--- src/rtl/cipher_stream_buffer.sv ---
// First-word-fall-through FIFO that buffers cipher bytes from the encryption unit.
// Define ENCRYPT_BUF_PARITY_EN to store an even-parity bit per entry and expose out_parity.
`timescale 1ns/1ps

module cipher_stream_buffer #(
    parameter int WIDTH = 8,
    parameter int DEPTH = 8
) (
    input  logic                     clk,
    input  logic                     rst,
    input  logic                     in_v,
    input  logic [WIDTH-1:0]         in_data,
    input  logic                     flush,
    output logic                     out_valid,
    input  logic                     out_ready,
    output logic [WIDTH-1:0]         out_data,
    output logic [$clog2(DEPTH):0]   level,
    output logic                     full,
`ifdef ENCRYPT_BUF_PARITY_EN
    output logic                     out_parity,
`endif
    output logic                     overflow
);

    localparam int AW = $clog2(DEPTH);
    localparam int LW = AW + 1;
`ifdef ENCRYPT_BUF_PARITY_EN
    localparam int EW = WIDTH + 1;
`else
    localparam int EW = WIDTH;
`endif

    function automatic logic calc_parity(input logic [WIDTH-1:0] d);
        return ^d;
    endfunction

    logic [EW-1:0] mem [DEPTH];

    logic [AW-1:0] rd_ptr_q, rd_ptr_d;
    logic [AW-1:0] wr_ptr_q, wr_ptr_d;
    logic [LW-1:0] level_q, level_d;
    logic          valid_q, valid_d;
    logic          full_q, full_d;
    logic          overflow_q, overflow_d;
    logic          pop_s, push_s, drop_s;
    logic [EW-1:0] entry_s;
    logic [EW-1:0] head_s;

    // Handshake decode; a pop frees the slot the same-cycle write lands in when full.
    always_comb begin
        pop_s  = valid_q && out_ready && !flush;
        push_s = in_v && (!full_q || pop_s) && !flush;
        drop_s = in_v && full_q && !pop_s && !flush;
    end

    // Next-state for pointers, occupancy and the sticky drop flag.
    always_comb begin
        rd_ptr_d   = rd_ptr_q;
        wr_ptr_d   = wr_ptr_q;
        level_d    = level_q;
        overflow_d = overflow_q;
        if (flush) begin
            rd_ptr_d   = {AW{1'b0}};
            wr_ptr_d   = {AW{1'b0}};
            level_d    = {LW{1'b0}};
            overflow_d = 1'b0;
        end else begin
            if (push_s) begin
                wr_ptr_d = wr_ptr_q + AW'(1);
            end else begin
                wr_ptr_d = wr_ptr_q;
            end
            if (pop_s) begin
                rd_ptr_d = rd_ptr_q + AW'(1);
            end else begin
                rd_ptr_d = rd_ptr_q;
            end
            case ({push_s, pop_s})
                2'b10:   level_d = level_q + LW'(1);
                2'b01:   level_d = level_q - LW'(1);
                default: level_d = level_q;
            endcase
            if (drop_s) begin
                overflow_d = 1'b1;
            end else begin
                overflow_d = overflow_q;
            end
        end
        valid_d = (level_d != {LW{1'b0}});
        full_d  = (level_d == LW'(DEPTH));
    end

    // Entry formatting at write time.
    always_comb begin
`ifdef ENCRYPT_BUF_PARITY_EN
        entry_s = {calc_parity(in_data), in_data};
`else
        entry_s = in_data;
`endif
    end

    // Control state; status outputs come straight from these flops.
    always_ff @(posedge clk or posedge rst) begin
        if (rst) begin
            rd_ptr_q   <= {AW{1'b0}};
            wr_ptr_q   <= {AW{1'b0}};
            level_q    <= {LW{1'b0}};
            valid_q    <= 1'b0;
            full_q     <= 1'b0;
            overflow_q <= 1'b0;
        end else begin
            rd_ptr_q   <= rd_ptr_d;
            wr_ptr_q   <= wr_ptr_d;
            level_q    <= level_d;
            valid_q    <= valid_d;
            full_q     <= full_d;
            overflow_q <= overflow_d;
        end
    end

    // Storage array; contents are not reset, occupancy alone qualifies them.
    always_ff @(posedge clk) begin
        if (push_s) begin
            mem[wr_ptr_q] <= entry_s;
        end
    end

    // Head entry, forced to zero when empty so uninitialised storage never escapes.
    always_comb begin
        if (valid_q) begin
            head_s = mem[rd_ptr_q];
        end else begin
            head_s = {EW{1'b0}};
        end
    end

    assign out_valid = valid_q;
    assign out_data  = head_s[WIDTH-1:0];
    assign level     = level_q;
    assign full      = full_q;
    assign overflow  = overflow_q;
`ifdef ENCRYPT_BUF_PARITY_EN
    assign out_parity = head_s[WIDTH];
`endif

endmodule

--- config.mk ---
export PLATFORM = sky130hd
export DESIGN_NAME = cipher_stream_buffer
export DESIGN_NICKNAME = d
export VERILOG_FILES = /design/src/rtl/cipher_stream_buffer.sv
export SDC_FILE = /design/constraint.sdc
export NUM_CORES = 1
export LEC_CHECK = 0
export ABC_AREA = 1
export CAP_MARGIN = 10
export CORE_UTILIZATION = 35
export CTS_CLUSTER_SIZE = 20
export DETAILED_ROUTE_END_ITERATION = 16
export SKIP_LAST_GASP = 1
export SYNTH_ARGS = -nofsm -noshare
export SYNTH_HDL_FRONTEND = slang
export SYNTH_SLANG_ARGS = --single-unit
export TNS_END_PERCENT = 5
--- constraint.sdc ---
create_clock -name clk -period 4.3 [get_ports clk]
set_input_delay 1.29 -clock clk [delete_from_list [all_inputs] [get_ports clk]]
set_output_delay 1.29 -clock clk [all_outputs]
set_load 0.01 [all_outputs]
After elaboration in Yosys (flattened, before gate mapping)
Memory sizes are Yosys's and may differ from the RTL's. Cells that the tools add are included.

$add $sub $neg: 4. Equal/unequal tests: 3. Mux-type cells: 11. Reduce and logical (&&, ||, !) cells: 15.

Operators with widths (number): $mux W3 (4); $mux W8 (1); $pmux W4 S2 (1); $logic_and A1 B1 Y1 (7); $add A3 B1 Y3 const B (2); $reduce_bool A2 Y1 (3); $add A4 B1 Y4 const B (1); $eq A4 B4 Y1 const B (1); $mux W1 (4); $mux W4 (1); $reduce_bool A4 Y1 (1); $sub A4 B1 Y4 const B (1); $logic_not A1 Y1 (3); $eq A2 B1 Y1 const B (1); $eq A2 B2 Y1 const B (1); $logic_or A1 B1 Y1 (1).

Input port bits: 13. Output and inout bits: 15. Memories: 1. Bits in registers: 13. RAM bits: 64. Logic and storage cells: 40.

Memories: mem (depth 8, bits a word 8, rd ports 1, clocked after Yosys merged registers in 0, wr ports 1, line 37) `logic [EW-1:0] mem [DEPTH];`.

Longest topological paths before layout
Word-level depth: 9. Gate-level depth with buffers: 17. Gate-level depth less buffers: 17.

Worst setup path after synthesis
No wires, ideal clock.

Path kind: input to register. From: in flush. To: reg valid_q (netlist: out_valid). Cell stages on the path: 16. Arrival: 2.763 ns. Data required time: 4.183 ns. Slack: 1.419 ns. Buffers on the path: 0. Library setup time: 0.117 ns. Cell sequence: inv_4 nand3_4 nand2_2 nand3_2 ha_1 nor2_2 nor2_4 ha_1 a21oi_1 inv_1 nand2_1 nand3_2 nand2_2 nand3_2 inv_1 nand2_1.

Cells in the longest elaborated chain, start to end: 9. Elaborated cells on any way between the ends: 10. Those cells by class: eq/ne: 2; mux: 2; reduce/logical: 6.

Ends and longest elaborated chain: start, declared (line 13) `input logic flush,`; $logic_not A1 Y1 (line 51, 52); $logic_and A1 B1 Y1 (line 51) `pop_s = valid_q && out_ready && !flush;`; $logic_or A1 B1 Y1 (line 52) `push_s = in_v && (!full_q || pop_s) && !flush;`; $logic_and A1 B1 Y1 (2 in a row) (line 52); $eq A2 B1 Y1 or $eq A2 B2 Y1 (tied branches) (line 78) `case ({push_s, pop_s})`; $pmux W4 S2 (line 78); $mux W4 * (line 62) `if (flush) begin`; $reduce_bool A4 Y1 * (line 89) `valid_d = (level_d != {LW{1'b0}});`; net valid_d (line 42) `logic valid_q, valid_d;`; end signal, assigned (line 115) `valid_q <= valid_d;`; end, declared (line 42).

The timed path passes the listed nets; every way through them passes the cells marked *. A chain may end at the register's enable or synchronous reset.

Final worst setup path
From: reg rd_ptr_q[0]. To: out out_data[6].

Cells in the longest elaborated chain, start to end: 2.

Ends and longest elaborated chain: start, declared (line 39) `logic [AW-1:0] rd_ptr_q, rd_ptr_d;`; start signal, assigned (line 105) `rd_ptr_q <= {AW{1'b0}};`; start signal, assigned (line 112) `rd_ptr_q <= rd_ptr_d;`; $mem_v2 Z8 W8; $mux W8 (line 130) `if (valid_q) begin`; end, declared (line 16) `output logic [WIDTH-1:0] out_data,`.

Every way passes these cells.

==> flow_summary.json <==
{
  "outcome": "finished clean",
  "overflow": 0,
  "ios": 28,
  "slew_violations": 0,
  "vias_per_cell": 4.65,
  "cp.required_ns": 3.01,
  "drv_cap": 0,
  "ant_nets": 0,
  "syn_avg_cell_area_um2": 11.1,
  "routed_wl_um": 6920,
  "synth_cell_types": 24,
  "cts_buffer_depth": 2,
  "vdd_drop_max_mv": 0.152,
  "ys_warn_count": 0,
  "place.gp.congestion": 0.789,
  "post-route-period-util_pct": 87.4,
  "start_kind": "flop",
  "wl_met1_um": 3230,
  "min_period_ns": 3.76,
  "clock_skew_ns": 0.00823,
  "antenna_found_initial": 0,
  "min_from": "overflow",
  "detailroute.wirelength.met3_um": 110,
  "final_cells": 475,
  "num_vias": 2209,
  "worstSetupStartpoint": "rd_ptr_q[0]",
  "tritoncts": "done",
  "die-area_um2": 10000,
  "drc": 0,
  "setup.worst_path.class": "reg -> out",
  "syn_inst": 304,
  "clk_latency_ns": 0.34,
  "power_per_cell_area_nw_per_um2": 468,
  "slew-limit-headroom_pct": 65.7,
  "seq_area_frac_synth_pct": 66.7,
  "setup_viol": 0,
  "cp_max_fo": 32,
  "numCtsBuffers": 9,
  "grt_pass1_vias": 2148,
  "synth_area_um2": 3370,
  "crit_path_end_kind": "primary output",
  "fill_cells": 906,
  "dr_wl_met2_um": 3470,
  "rr_startpoint": "out_valid",
  "top_layer_used": "met4",
  "hpwlAfterDp_um": 4570,
  "path_clk_slew_ns": 0.08,
  "die_y_um": 100,
  "synth_fp_nets": 322,
  "first_iter_violations": 127,
  "wl_per_cell_um": 14.6,
  "grt_start_max_net_pins": 33,
  "start_util_pct": 36.3,
  "root_buffer": "clkbuf_8",
  "critical_path_arrival_ns": 2.47,
  "finalHoldViolCount": 0,
  "syn2layout_area_growth_pct": 17.6,
  "rsz0062_at_grt": "no",
  "grt_pass1_wl_um": 11200,
  "track_usage_pct": 15.2,
  "synth-seq-cells": 77,
  "multi_input_area_um2": 941,
  "io_buffers": 27,
  "first_pass_iters": 5,
  "hold_buffers": 0,
  "worst_pin_slew_ns": 0.512,
  "rows": 35,
  "post_cts_resize_count": 0,
  "cellLeakagePower_nw": 1.49,
  "setup_tns_ns": 0,
  "fmax_ghz": 0.266,
  "clock_sinks": 77,
  "drive_gt1_share_pct": 13.3,
  "h-tree-depth": 3,
  "hold_class": "reg -> reg",
  "seq_area_um2": 2250,
  "num-nets-final": 360,
  "insertedDiodeCount": 0,
  "post_cts_buffers": 0,
  "core_um2": 9280,
  "dp.cells": 460,
  "die_w_um": 100
}
## kinds of logic after synthesis
| logic type | count (synthesis) | synth area share (%) |
|---|---|---|
| fa+ha+maj | 5 | 1.86 |
| compound gates | 66 | 9.84 |
| buf+inv | 34 | 5.35 |
| flops | 77 | 66.7 |
| simple gates | 120 | 15.7 |
| xor+xnor | 2 | 0.520 |
## synthesized netlist by cell type
cell type	number	area (um^2)
nand3_2	5	50.1
buf_6	4	45.0
xnor2_1	1	8.76
buf_4	3	22.5
buf_2	5	25.0
o21ai_0	13	65.1
ha_1	5	62.6
nand3_1	4	20.0
o21ai_1	49	245
xor2_1	1	8.76
a21oi_1	3	15.0
nor2_1	79	297
edfxtp_1	64	1920
a31oi_1	1	6.26
inv_1	18	67.6
nand3_4	1	17.5
dfrtp_1	13	325
nor2_4	1	11.3
nor3_1	1	5.00
inv_2	2	7.51
nand2_2	6	37.5
nand2_1	21	78.8
inv_4	2	12.5
nor2_2	2	12.5
## layout by cell type, fill, tap and decap left out
cell | Yosys | routed
clkdlybuf4s50_1 | 0 | 27
a21oi_1 | 3 | 3
nand2_1 | 21 | 21
edfxtp_1 | 64 | 64
nand2_2 | 6 | 6
o21ai_1 | 49 | 49
clkbuf_8 | 0 | 9
inv_6 | 0 | 1
nor2_2 | 2 | 2
inv_2 | 2 | 2
dfrtp_1 | 13 | 13
clkinv_4 | 0 | 1
o21ai_0 | 13 | 13
xor2_1 | 1 | 1
inv_1 | 18 | 18
inv_4 | 2 | 2
nor2_1 | 79 | 79
a31oi_1 | 1 | 1
clkinvlp_4 | 0 | 1
clkinv_2 | 0 | 3
buf_4 | 3 | 12
nor2_4 | 1 | 1
ha_1 | 5 | 5
nand3_4 | 1 | 1
nand3_2 | 5 | 5
xnor2_1 | 1 | 1
nand3_1 | 4 | 4
nor3_1 | 1 | 1
## through the flow
step	utilization [%]	hold slack, ns	power [mW]	setup slack [ns]	area, um^2
final	42.7	0.513	1.86	0.542	3960
after global routing	42.7	0.563	1.97	0.389	3960
after CTS	42.7	0.518	1.88	0.508	3960
after detailed placement	40.9	0.490	1.42	0.647	3800
after global placement	40.9	0.530	1.41	0.741	3800
after floorplan	-	0.529	1.23	1.42	3370
## power by group
group / switching, mW / internal [mW]
Sequential: 0.0545 / 0.844
Clock: 0.258 / 0.206
Combinational: 0.276 / 0.217
Total: 0.589 / 1.27
## per-layer routing
layer  up-vias  global-route usage, %
met5         -                      0
met4         0                   7.02
met3         9                   2.09
met2        22                   25.7
met1      1071                   19.3
li1       1107                      -
## worst paths after layout
check | endpoint | slack (ns) | cells after the start
worst min-delay path | overflow | 0.51 | 2
worst min register to register | overflow | 0.51 | 2
worst max-delay path | out_data[6] | 0.54 | 7
min in group asynchronous | rd_ptr_q[0] | 1.27 | 2
worst max register to register | out_valid | 1.91 | 15
max in group asynchronous | wr_ptr_q[1] | 2.68 | 2
## area by class of cell
class | instances | area share, %
sequential | 77 | 56.7
multi-input combinational | 193 | 23.8
timing repair buffer | 39 | 9.10
tap | 129 | 4.07
clock buffer | 9 | 3.13
inverter | 22 | 2.21
clock inverter | 6 | 1.01
## state kept, by name (all words and copies together) (netlist names)
name       count
mem           64
wr_ptr_q       3
out_valid      1
overflow       1
level          4
full           1
rd_ptr_q       3
## worst max-delay path, cell delays in order, from the launching register on
cell and delay, ns:
dfrtp_1 0.56, buf_4 0.25, inv_4 0.26, nor2_1 0.10, o21ai_1 0.18, o21ai_1 0.08, nor2_1 0.12, clkdlybuf4s50_1 0.55
No activity file was read; power rests on OpenSTA's default activity.
